===== src/rtl/network_mac_pipe.sv =====
// Pipelined signed multiply-accumulate with frame delimiting, round-half-up
// rescaling and saturating output for one dot product per frame.
module network_mac_pipe #(
    parameter int A_WIDTH    = 15,
    parameter int B_WIDTH    = 16,
    parameter int NUM_STAGE  = 3,
    parameter int ACC_WIDTH  = 40,
    parameter int OUT_WIDTH  = 16,
    parameter int FRAC_SHIFT = 8
) (
    input  logic                        clk,
    input  logic                        reset,
    input  logic                        ce,
    input  logic                        in_valid,
    input  logic signed [A_WIDTH-1:0]   in_a,
    input  logic signed [B_WIDTH-1:0]   in_b,
    input  logic                        in_first,
    input  logic                        in_last,
    output logic                        out_valid,
    output logic signed [OUT_WIDTH-1:0] out_data,
    output logic                        out_sat
);

    localparam int PW = A_WIDTH + B_WIDTH;
    localparam int SW = ACC_WIDTH + 1;
    localparam int TOP = NUM_STAGE - 1;

    localparam logic signed [SW-1:0] ONE     = {{(SW-1){1'b0}}, 1'b1};
    localparam logic signed [SW-1:0] ACC_MAX = (ONE <<< (ACC_WIDTH-1)) - ONE;
    localparam logic signed [SW-1:0] ACC_MIN = -(ONE <<< (ACC_WIDTH-1));
    localparam logic signed [SW-1:0] OUT_MAX = (ONE <<< (OUT_WIDTH-1)) - ONE;
    localparam logic signed [SW-1:0] OUT_MIN = -(ONE <<< (OUT_WIDTH-1));
    localparam logic signed [SW-1:0] ROUND   = ONE <<< ((FRAC_SHIFT > 0) ? FRAC_SHIFT-1 : 0);

    // Operand registers and product pipe; slot 0 holds the raw product.
    logic signed [A_WIDTH-1:0] r_a;
    logic signed [B_WIDTH-1:0] r_b;
    logic signed [PW-1:0]      r_pipe [NUM_STAGE-1];

    // Sideband bit i lines up with operand register (i=0) or product slot i-1.
    logic [NUM_STAGE-1:0] r_sb_valid;
    logic [NUM_STAGE-1:0] r_sb_first;
    logic [NUM_STAGE-1:0] r_sb_last;

    logic signed [ACC_WIDTH-1:0] r_acc;
    logic                        r_acc_sat;
    logic                        r_res_valid;

    logic signed [SW-1:0] r_rnd;
    logic                 r_rnd_sat;
    logic                 r_rnd_valid;

    logic signed [SW-1:0]        w_prod_ext;
    logic signed [SW-1:0]        w_base;
    logic signed [SW-1:0]        w_sum;
    logic                        w_acc_hi;
    logic                        w_acc_lo;
    logic signed [ACC_WIDTH-1:0] w_sum_clamped;
    logic                        w_sat_next;
    logic signed [SW-1:0]        w_acc_ext;
    logic signed [SW-1:0]        w_rnd;
    logic                        w_out_hi;
    logic                        w_out_lo;
    logic signed [OUT_WIDTH-1:0] w_out_clamped;

    always_ff @(posedge clk) begin
        if (ce) begin
            r_a       <= in_a;
            r_b       <= in_b;
            r_pipe[0] <= PW'(r_a) * PW'(r_b);
            for (int i = 1; i < NUM_STAGE-1; i++) begin
                r_pipe[i] <= r_pipe[i-1];
            end
        end
    end

    always_ff @(posedge clk) begin
        if (reset) begin
            r_sb_valid <= '0;
            r_sb_first <= '0;
            r_sb_last  <= '0;
        end else if (ce) begin
            r_sb_valid <= {r_sb_valid[NUM_STAGE-2:0], in_valid};
            r_sb_first <= {r_sb_first[NUM_STAGE-2:0], in_first};
            r_sb_last  <= {r_sb_last[NUM_STAGE-2:0], in_last};
        end
    end

    // Accumulate one bit wider than ACC so the clamp sees true overflow.
    always_comb begin
        w_prod_ext    = SW'(r_pipe[NUM_STAGE-2]);
        w_base        = r_sb_first[TOP] ? '0 : SW'(r_acc);
        w_sum         = w_base + w_prod_ext;
        w_acc_hi      = (w_sum > ACC_MAX);
        w_acc_lo      = (w_sum < ACC_MIN);
        w_sum_clamped = w_sum[ACC_WIDTH-1:0];
        if (w_acc_hi) begin
            w_sum_clamped = ACC_MAX[ACC_WIDTH-1:0];
        end else if (w_acc_lo) begin
            w_sum_clamped = ACC_MIN[ACC_WIDTH-1:0];
        end
        w_sat_next = (r_sb_first[TOP] ? 1'b0 : r_acc_sat) | w_acc_hi | w_acc_lo;
    end

    always_ff @(posedge clk) begin
        if (reset) begin
            r_acc       <= '0;
            r_acc_sat   <= 1'b0;
            r_res_valid <= 1'b0;
        end else if (ce) begin
            r_res_valid <= r_sb_valid[TOP] & r_sb_last[TOP];
            if (r_sb_valid[TOP]) begin
                r_acc     <= w_sum_clamped;
                r_acc_sat <= w_sat_next;
            end
        end
    end

    // r_acc still holds the frame result here even if the next frame's first
    // product is accumulating in the same cycle.
    assign w_acc_ext = SW'(r_acc);

    generate
        if (FRAC_SHIFT > 0) begin : g_round
            assign w_rnd = (w_acc_ext + ROUND) >>> FRAC_SHIFT;
        end else begin : g_no_round
            assign w_rnd = w_acc_ext;
        end
    endgenerate

    always_ff @(posedge clk) begin
        if (reset) begin
            r_rnd_valid <= 1'b0;
        end else if (ce) begin
            r_rnd_valid <= r_res_valid;
            r_rnd       <= w_rnd;
            r_rnd_sat   <= r_acc_sat;
        end
    end

    always_comb begin
        w_out_hi      = (r_rnd > OUT_MAX);
        w_out_lo      = (r_rnd < OUT_MIN);
        w_out_clamped = r_rnd[OUT_WIDTH-1:0];
        if (w_out_hi) begin
            w_out_clamped = OUT_MAX[OUT_WIDTH-1:0];
        end else if (w_out_lo) begin
            w_out_clamped = OUT_MIN[OUT_WIDTH-1:0];
        end
    end

    always_ff @(posedge clk) begin
        if (reset) begin
            out_valid <= 1'b0;
            out_data  <= '0;
            out_sat   <= 1'b0;
        end else if (ce) begin
            out_valid <= r_rnd_valid;
            if (r_rnd_valid) begin
                out_data <= w_out_clamped;
                out_sat  <= r_rnd_sat | w_out_hi | w_out_lo;
            end
        end
    end

endmodule


===== config.mk =====
export PLATFORM = sky130hd
export DESIGN_NAME = network_mac_pipe
export DESIGN_NICKNAME = d
export VERILOG_FILES = /design/src/rtl/network_mac_pipe.sv
export SDC_FILE = /design/constraint.sdc
export NUM_CORES = 1
export LEC_CHECK = 0
export CAP_MARGIN = 5
export CORE_MARGIN = 5
export CORE_UTILIZATION = 59
export CTS_BUF_LIST = sky130_fd_sc_hd__clkbuf_8
export DETAILED_ROUTE_END_ITERATION = 8
export PLACE_DENSITY = 0.8
export SLEW_MARGIN = 30
export SYNTH_ARGS = -nofsm -noshare
export SYNTH_HDL_FRONTEND = slang
export SYNTH_SLANG_ARGS = --single-unit
export TNS_END_PERCENT = 10

===== constraint.sdc =====
create_clock -name clk -period 6.45 [get_ports clk]
set_input_delay 1.29 -clock clk [delete_from_list [all_inputs] [get_ports clk]]
set_output_delay 1.29 -clock clk [all_outputs]
set_load 0.02 [all_outputs]

==> results of run 1 <==
state kept, by name, summed over array words and instances (netlist names):
name         flops
r_rnd_valid      1
r_rnd           33
r_sb_valid       3
r_pipe          62
r_acc           40
out_data        16
out_sat          1
r_acc_sat        1
r_sb_first       3
r_rnd_sat        1
out_valid        1
r_a             15
r_sb_last        3
r_res_valid      1
r_b             16
repair_timing:
action,in CTS,in global routing
resized for setup,2,23
setup endpoints to repair,1,7
buffers inserted,7,10
pin swaps,0,17
hold buffers,0,0
metal layers:
metal | vias up | global-route usage (%) | share of wire, %
met5 | - | 0 | 0
met4 | 0 | 6.022 | 1.9
met3 | 63 | 3.332 | 3.7
met2 | 261 | 38.80 | 50
met1 | 6456 | 29.42 | 44
li1 | 6378 | - | -
through the flow:
stage | instance area, µm² | setup WS (ns)
CTS | 20770 | 0.02964
floorplan | 19160 | 0.01268
finish | 21010 | 0.1273
detailed placement | 20320 | -0.006535
global route | 21010 | -0.1139
global placement | 20320 | 0.07540
cell type report:
| cell class | instances | area [µm²] | share of cell area [%] |
|---|---|---|---|
| multi-input cells | 1340 | 12620 | 60.06 |
| flip-flops and latches | 197 | 5215 | 24.83 |
| inverters | 307 | 1152 | 5.486 |
| repair buffers | 121 | 1079 | 5.135 |
| well taps | 442 | 553.0 | 2.633 |
| clock buffers | 17 | 234.0 | 1.114 |
| clock inverters | 15 | 156.4 | 0.7446 |
cell usage after synthesis (9+ instances only):
master	n	share of area [%]
a211oi_2	39	2.5
a21o_1	22	0.86
a21oi_1	73	1.9
and2_1	121	3.9
and3_1	9	0.29
clkbuf_1	65	1.3
dfxtp_1	70	7.3
edfxtp_1	127	20
fa_1	236	25
ha_1	125	8.2
inv_1	307	6.0
maj3_2	39	2.3
mux2i_1	15	0.78
nand2_1	171	3.3
nand2b_1	15	0.49
nand3_1	20	0.52
nand4_1	22	0.72
nor2_1	123	2.4
nor2b_1	41	1.3
nor3_1	12	0.31
nor4_1	10	0.33
o21a_1	9	0.35
o21ai_0	32	0.84
o22ai_1	16	0.52
xnor2_1	61	2.8
xor2_1	41	1.9
critical path: cells and delay by family, from the launching register on:
kind	cells	cell delay, ns
and+or+nand+nor	3	0.80
adders and majority gates	7	3.31
DFF	1	0.41
AOI/OAI and AO/OA	6	1.21
buffers and inverters	7	0.44
final timing paths:
kind / end / slack (ns) / cells past startpoint
setup reg to reg: r_pipe[0][27]$_DFFE_PP_ / 0.13 / 23
hold / removal: r_pipe[0][61]$_DFFE_PP_ / 0.42 / 0
setup / recovery: r_pipe[0][27]$_DFFE_PP_ / 0.13 / 23
hold reg to reg: r_pipe[0][61]$_DFFE_PP_ / 0.42 / 0
kinds of logic (layout without fill, tap and decap cells):
family / after synthesis / count (layout) / share of synthesized area, %
xor+xnor: 102 / 102 / 4.661
buf+inv: 384 / 460 / 7.704
mux: 15 / 15 / 0.7834
fa+ha+maj: 400 / 400 / 35.10
flops: 197 / 197 / 27.21
simple gates: 567 / 567 / 14.72
compound gates: 256 / 256 / 9.813
cells in the final DEF (no fill, tap or decap), types with 12 or more instances in the layout:
master           synthesis  routed
a211oi_2                39      39
a21o_1                  22      22
a21oi_1                 73      68
and2_1                 121     119
buf_4                    0      61
clkbuf_8                 0      17
clkdlybuf4s50_1          0      52
dfxtp_1                 70      70
edfxtp_1               127     127
fa_1                   236     235
ha_1                   125     121
inv_1                  307     308
maj3_2                  39      39
mux2i_1                 15      15
nand2_1                171     171
nand2b_1                15      15
nand3_1                 20      20
nand4_1                 22      22
nor2_1                 123     122
nor2b_1                 41      41
nor3_1                  12      12
o21ai_0                 32      30
o22ai_1                 16      16
xnor2_1                 61      60
xor2_1                  41      41
==> results.py, run 1 <==
metrics = {
    "clock_tree": {
        "clk_latency_ns": 0.52,
        "cts_htree_levels": 4,
        "cts_tree": "yes",
        "cts_buffer_depth": 2,
        "numCtsBuffers": 17,
        "root_buffer": "clkbuf_8",
        "path_clk_slew_ns": 0.11,
        "clock_sinks": 197,
    },
    "setup_path": {
        "crit_chain": "and2_4 -> fa_1 -> inv_1 -> fa_1 -> inv_1 -> fa_1 -> inv_1 -> fa_1 -> inv_1 -> fa_1 -> inv_1 -> fa_1 -> inv_1 -> ha_4 -> a2111oi_4 -> o21ai_1 -> a31o_2 -> a31o_4 -> a31oi_4 -> buf_6 -> o21ai_2 -> or4b_1 -> nand3_1",
        "cp.required_ns": 6.81,
        "setup.worst_path.start": "r_a[5]$_DFFE_PP_",
        "startpoint_type": "register",
        "cp.arrival_ns": 6.69,
        "critPathKind": "reg -> reg",
        "path_max_fanout": 3,
        "worstReg2RegStart": "r_a[5]$_DFFE_PP_",
        "crit_path_max_incr_delay_ns": 0.53,
        "crit_slowest_cell": "fa_1",
        "end_kind": "register",
    },
    "synthesis": {
        "synth_seq_area_share_pct": 27.21,
        "synth_area_um2": 19160,
        "syn_inst": 1921,
        "async_flop_share_pct": 0,
        "synth-edff-count": 127,
        "syn_area_per_cell_um2": 9.976,
        "syn_nets": 2319,
        "ys_warn_count": 0,
        "yosysUniqueCellTypes": 71,
        "ys_ff_latch": 197,
        "synthFlopType": "edfxtp_1",
    },
    "die": {
        "fp.dieW_um": 190.2,
        "row_count": 66,
        "io_pins": 55,
        "coreArea_um2": 32290,
        "die_y_um": 190.2,
        "die_area_um2": 36190,
        "start_util_pct": 59.35,
    },
    "finish": {
        "num-nets-final": 2382,
        "syn_to_final_growth_pct": 9.603,
        "antenna_cells": 0,
        "final_cell_count_no_fill": 2439,
        "n_fill_cell": 2483,
        "layout-drive-gt1-share_pct": 10.82,
        "utilization_pct": 65.05,
    },
    "placement": {
        "post-dp-hpwl_mm": 30.85,
        "io_buffer_count": 54,
        "dp.cells": 2389,
        "gp_congestion": 0.9027,
    },
    "detailed_routing": {
        "dr_total_vias": 13160,
        "first_pass_iters": 5,
        "wl_per_cell_um": 15.86,
        "finalWirelength_mm": 38.68,
        "drc": 0,
        "vias_per_cell": 5.395,
        "postRouteAntennaNets": 0,
        "drt_iter0_markers": 739,
    },
    "worst_hold_path": {
        "hold_class": "reg -> reg",
        "hp-start": "r_pipe[0][30]$_DFFE_PP_",
    },
    "sta": {
        "slew_headroom_pct": 42.86,
        "setup_tns_ns": 0,
        "post-route-period-util_pct": 98.03,
        "max_slew.worst_pin.slew_ns": 0.8571,
        "clock_skew_ns": 0.02453,
        "finalSetupViolCount": 0,
        "hold_viol_final": 0,
        "maxSlewViolCount": 0,
        "holdWs_ns": 0.4230,
        "rsz0062_at_grt": "true",
        "fin_crit_ns": 6.323,
        "max_freq_mhz": 158.2,
    },
    "global_routing": {
        "grt_antenna_before_repair": 0,
        "grt_start_max_net_pins": 81,
        "grt_pass1_vias": 13730,
        "grtUsageTotal_pct": 22.29,
        "grt-ovfl-total": 0,
        "grt_first_pass_wirelength_mm": 65.78,
    },
    "run": {
        "drv_cap": 0,
    },
    "status": {
        "status": "finished clean",
    },
}
Power of run 1 is not shown: default switching activity piles up to over one toggle a cycle in this logic, so the estimate is an artifact.
==> run 2: changes to the inputs <==
--- a/config.mk
+++ b/config.mk
@@ -11,7 +11,7 @@
 export CTS_BUF_LIST = sky130_fd_sc_hd__clkbuf_8
 export DETAILED_ROUTE_END_ITERATION = 8
 export PLACE_DENSITY = 0.8
-export SLEW_MARGIN = 30
+export SLEW_MARGIN = 20
 export SYNTH_ARGS = -nofsm -noshare
 export SYNTH_HDL_FRONTEND = slang
 export SYNTH_SLANG_ARGS = --single-unit
==> run 2 against run 1 <==
Against the previous run: cell area decreased by 0.13%; non-clock buffer count shrank 1; critical endpoint unchanged; register-to-register slack about the same; critical path depth unchanged; first-iteration DRC count increased by 1.4%; via count about the same; largest cell class unchanged; clock-buffer cell count did not move; hold slack better by 0.0032 ns; flip-flop and latch count unchanged.
==> results.py, run 2 (synthesis results as in run 1) <==
metrics = {
    "status": {
        "status": "finished clean",
    },
    "detailed_routing": {
        "wl_per_cell_um": 15.82,
        "finalWirelength_mm": 38.58,
        "drc": 0,
        "first_pass_iters": 7,
        "dr_total_vias": 13170,
        "postRouteAntennaNets": 0,
        "drt_iter0_markers": 749,
        "vias_per_cell": 5.402,
    },
    "finish": {
        "layout-drive-gt1-share_pct": 10.77,
        "syn_to_final_growth_pct": 9.460,
        "num-nets-final": 2381,
        "mostFrequentLayoutCell": "inv_1",
        "n_fill_cell": 2487,
        "final_cell_mix": "inv_1, fa_1, nand2_1",
        "stdcell_area_um2": 20980,
        "largest_reg_flops": 62,
        "largest-register": "r_pipe",
        "antenna_cells": 0,
        "largest_registers": "r_pipe (62), r_acc (40), r_rnd (33)",
    },
    "setup_path": {
        "end_kind": "register",
        "crit_chain": "and2_4 -> fa_1 -> inv_1 -> fa_1 -> inv_1 -> fa_1 -> inv_1 -> fa_1 -> inv_1 -> fa_1 -> inv_1 -> fa_1 -> inv_1 -> ha_4 -> a2111oi_4 -> o21ai_1 -> a31o_2 -> a31o_4 -> a31oi_4 -> buf_6 -> o21ai_2 -> or4b_1 -> nand3_1",
        "crit_path_max_incr_delay_ns": 0.53,
        "cp_top_family": "adder cells",
        "cp.arrival_ns": 6.68,
        "crit_slowest_cell": "fa_1",
        "cp.required_ns": 6.81,
        "startpoint_type": "register",
        "path_max_fanout": 3,
        "critPathKind": "reg -> reg",
        "path_buf_inv": 7,
    },
    "clock_tree": {
        "clk_latency_ns": 0.51,
        "cts_tree": "yes",
        "cts_htree_levels": 4,
        "cts_buffer_depth": 2,
        "numCtsBuffers": 17,
        "path_clk_slew_ns": 0.10,
        "clock_sinks": 197,
        "root_buffer": "clkbuf_8",
        "holdBufCountCts": 0,
    },
    "placement": {
        "placedInstanceArea_um2": 20320,
        "post-dp-hpwl_mm": 30.85,
        "gp_congestion": 0.9027,
        "io_buffer_count": 54,
    },
    "die": {
        "start_util_pct": 59.35,
        "die_area_um2": 36190,
        "row_count": 66,
        "coreArea_um2": 32290,
        "io_pins": 55,
        "fp.dieW_um": 190.2,
        "die_y_um": 190.2,
    },
    "global_routing": {
        "grt_first_pass_wirelength_mm": 65.78,
        "grt_start_max_net_pins": 81,
        "grtUsageTotal_pct": 22.29,
        "grt_pass1_vias": 13730,
        "grt_antenna_before_repair": 0,
        "grt-ovfl-total": 0,
    },
    "run": {
        "drv_cap": 0,
    },
    "sta": {
        "max_freq_mhz": 158.3,
        "finalSetupViolCount": 0,
        "fin_crit_ns": 6.317,
        "rsz0062_at_grt": "true",
        "clock_skew_ns": 0.02399,
        "hold_viol_final": 0,
        "max_slew.worst_pin.slew_ns": 0.9512,
        "post-route-period-util_pct": 97.94,
        "slew_headroom_pct": 36.58,
        "maxSlewViolCount": 0,
        "holdWs_ns": 0.4263,
    },
    "worst_hold_path": {
        "hold_class": "reg -> reg",
    },
}
-- run 2: final timing paths --
| path | startpoint | to | slack, ns | cells past startpoint |
|---|---|---|---|---|
| worst min register to register | r_pipe[0][27]$_DFFE_PP_ | r_pipe[0][58]$_DFFE_PP_ | 0.43 | 0 |
| worst max-delay path | r_a[5]$_DFFE_PP_ | r_pipe[0][27]$_DFFE_PP_ | 0.13 | 23 |
| worst max register to register | r_a[5]$_DFFE_PP_ | r_pipe[0][27]$_DFFE_PP_ | 0.13 | 23 |
| worst min-delay path | r_pipe[0][27]$_DFFE_PP_ | r_pipe[0][58]$_DFFE_PP_ | 0.43 | 0 |
-- run 2: layout make-up --
type | count | area (µm²) | area share [%]
clock buffer | 17 | 234.0 | 1.115
clock inverter | 15 | 156.4 | 0.7456
inverter | 307 | 1152 | 5.493
multi-input combinational | 1340 | 12620 | 60.14
sequential | 197 | 5215 | 24.86
tap | 442 | 553.0 | 2.636
timing repair buffer | 120 | 1051 | 5.010
-- run 2: per-layer routing --
layer | vias up | share of wire [%] | global-route usage, %
met5 | - | 0 | 0
met1 | 6464 | 44 | 29.42
li1 | 6379 | - | -
met3 | 57 | 3.8 | 3.332
met4 | 0 | 1.9 | 6.022
met2 | 269 | 50 | 38.80
-- run 2: repair_timing --
item	4_1_cts	5_1_grt
endpoints found under the setup margin	1	7
setup buffers	7	10
gates resized for setup	2	23
pin swaps	0	17
-- run 2: per-stage QoR --
step	TNS, ns	utilization, %	setup WS, ns	cells
after global placement	0	62.92	0.07540	2389
after detailed placement	-0.006535	62.92	-0.006535	2389
final	0	64.97	0.1328	2438
after global routing	-0.3878	64.97	-0.1139	2438
after floorplan	0	-	0.01268	1921
after CTS	0	64.31	0.02964	2428
Power of run 2 is left out for the same reason.
==> run 3: changes to the inputs <==
--- a/config.mk
+++ b/config.mk
@@ -10,7 +10,7 @@
 export CORE_UTILIZATION = 59
 export CTS_BUF_LIST = sky130_fd_sc_hd__clkbuf_8
 export DETAILED_ROUTE_END_ITERATION = 8
-export PLACE_DENSITY = 0.8
+export PLACE_DENSITY = 0.85
 export SLEW_MARGIN = 20
 export SYNTH_ARGS = -nofsm -noshare
 export SYNTH_HDL_FRONTEND = slang
==> run 3 against run 2 <==
Against the previous run: cell area about the same; highest routed layer unchanged; critical path type unchanged; largest cell class unchanged; first-iteration DRC count increased by 21%; flip-flop and latch count unchanged.
==> results.py, run 3 (synthesis results as in run 1) <==
metrics = {
    "status": {
        "status": "finished clean",
    },
    "setup_path": {
        "cp.arrival_ns": 6.59,
        "startpoint_type": "register",
        "end_kind": "register",
        "critPathKind": "reg -> reg",
        "path_max_fanout": 3,
        "cp.required_ns": 6.70,
    },
    "finish": {
        "final_cell_mix": "inv_1, fa_1, nand2_1",
        "layout-drive-gt1-share_pct": 10.59,
        "largest_reg_flops": 62,
        "num-nets-final": 2377,
        "largest_registers": "r_pipe (62), r_acc (40), r_rnd (33)",
        "antenna_cells": 0,
        "utilization_pct": 65.00,
        "largest-register": "r_pipe",
        "mostFrequentLayoutCell": "inv_1",
        "syn_to_final_growth_pct": 9.512,
        "n_fill_cell": 2434,
    },
    "global_routing": {
        "grt-ovfl-total": 0,
        "grtUsageTotal_pct": 22.77,
        "grt_pass1_vias": 14170,
        "grt_first_pass_wirelength_mm": 67.21,
        "grt_antenna_before_repair": 0,
        "grt_start_max_net_pins": 80,
    },
    "detailed_routing": {
        "wl_per_cell_um": 16.28,
        "wl_met2_mm": 19.99,
        "highest_layer": "met4",
        "drt_iter0_markers": 906,
        "wl_met1_mm": 16.68,
        "drc": 0,
        "postRouteAntennaNets": 0,
        "dr_total_vias": 13510,
        "first_pass_iters": 7,
        "dr_wl_met3_mm": 2.155,
        "finalWirelength_mm": 39.61,
        "vias_per_cell": 5.549,
    },
    "clock_tree": {
        "numCtsBuffers": 17,
        "clk_latency_ns": 0.52,
        "cts_buffer_depth": 2,
        "path_clk_slew_ns": 0.13,
        "root_buffer": "clkbuf_8",
        "cts_tree": "yes",
        "clock_sinks": 197,
        "holdBufCountCts": 0,
        "cts_htree_levels": 4,
    },
    "placement": {
        "post-dp-hpwl_mm": 31.12,
        "io_buffer_count": 54,
        "gp_congestion": 0.9170,
    },
    "sta": {
        "slew_headroom_pct": 31.08,
        "max_freq_mhz": 157.7,
        "clock_skew_ns": 0.02946,
        "post-route-period-util_pct": 98.31,
        "finalSetupViolCount": 0,
        "max_slew.worst_pin.slew_ns": 1.027,
        "hold_viol_final": 0,
        "maxSlewViolCount": 0,
        "fin_crit_ns": 6.341,
    },
    "die": {
        "die_y_um": 190.2,
        "fp.dieW_um": 190.2,
        "start_util_pct": 59.35,
        "io_pins": 55,
        "die_area_um2": 36190,
        "row_count": 66,
        "coreArea_um2": 32290,
    },
    "run": {
        "drv_cap": 0,
    },
    "worst_hold_path": {
        "hold_class": "reg -> reg",
    },
}
[run 3: metrics by stage]
| step | setup slack [ns] | TNS (ns) | cell area, µm² | instances | hold slack, ns |
|---|---|---|---|---|---|
| detailed placement | -0.04138 | -0.05483 | 20310 | 2388 | 0.4045 |
| global route | -0.03827 | -0.1002 | 20990 | 2434 | 0.4242 |
| CTS | 0.01324 | 0 | 20800 | 2422 | 0.4186 |
| floorplan | 0.01268 | 0 | 19160 | 1921 | 0.4003 |
| global placement | 0.07343 | 0 | 20310 | 2388 | 0.4003 |
| finish | 0.1092 | 0 | 20990 | 2434 | 0.4084 |
[run 3: final timing paths]
path | startpoint | to | slack, ns | cells past startpoint
worst max-delay path | r_a[4]$_DFFE_PP_ | r_pipe[0][26]$_DFFE_PP_ | 0.11 | 24
worst min-delay path | r_pipe[0][26]$_DFFE_PP_ | r_pipe[0][57]$_DFFE_PP_ | 0.41 | 0
worst max register to register | r_a[4]$_DFFE_PP_ | r_pipe[0][26]$_DFFE_PP_ | 0.11 | 24
worst min register to register | r_pipe[0][26]$_DFFE_PP_ | r_pipe[0][57]$_DFFE_PP_ | 0.41 | 0
[run 3: cell type report]
cell class,count,area [µm²],share of cell area (%)
clock buffers,17,234.0,1.115
flip-flops and latches,197,5215,24.85
inverters,307,1152,5.491
multi-input cells,1340,12590,59.99
well taps,442,553.0,2.635
clock inverters,15,231.5,1.103
repair buffers,116,1011,4.817
[run 3: layer usage]
layer  vias to the layer above  global-route usage, %
met5                         -                      0
met4                         0                  6.657
met3                        61                  3.845
met2                       397                  39.82
met1                      6672                  29.37
li1                       6376                      -
[run 3: timing repair]
action | 4_1_cts | 5_1_grt
pin swaps | 2 | 19
cloned | 0 | 1
endpoints found under the setup margin | 2 | 9
hold endpoints to repair | 0 | 0
resized for setup | 3 | 21
setup buffers | 2 | 11
[run 3: worst max-delay path: stages, from the launching register on]
cell and delay (ns):
edfxtp_1 0.47, and2_4 0.20, fa_1 0.50, inv_1 0.05, fa_1 0.52, inv_2 0.05
fa_1 0.48, inv_1 0.06, fa_1 0.47, inv_1 0.05, fa_1 0.53, inv_1 0.05
fa_1 0.49, inv_2 0.05, ha_4 0.28, buf_4 0.13, o21a_1 0.13, o21ai_0 0.11
or3b_4 0.44, a21oi_4 0.17, o211ai_1 0.17, a41o_1 0.30, buf_4 0.14, buf_4 0.12
xnor2_1 0.12
Power of run 3 is left out for the same reason.
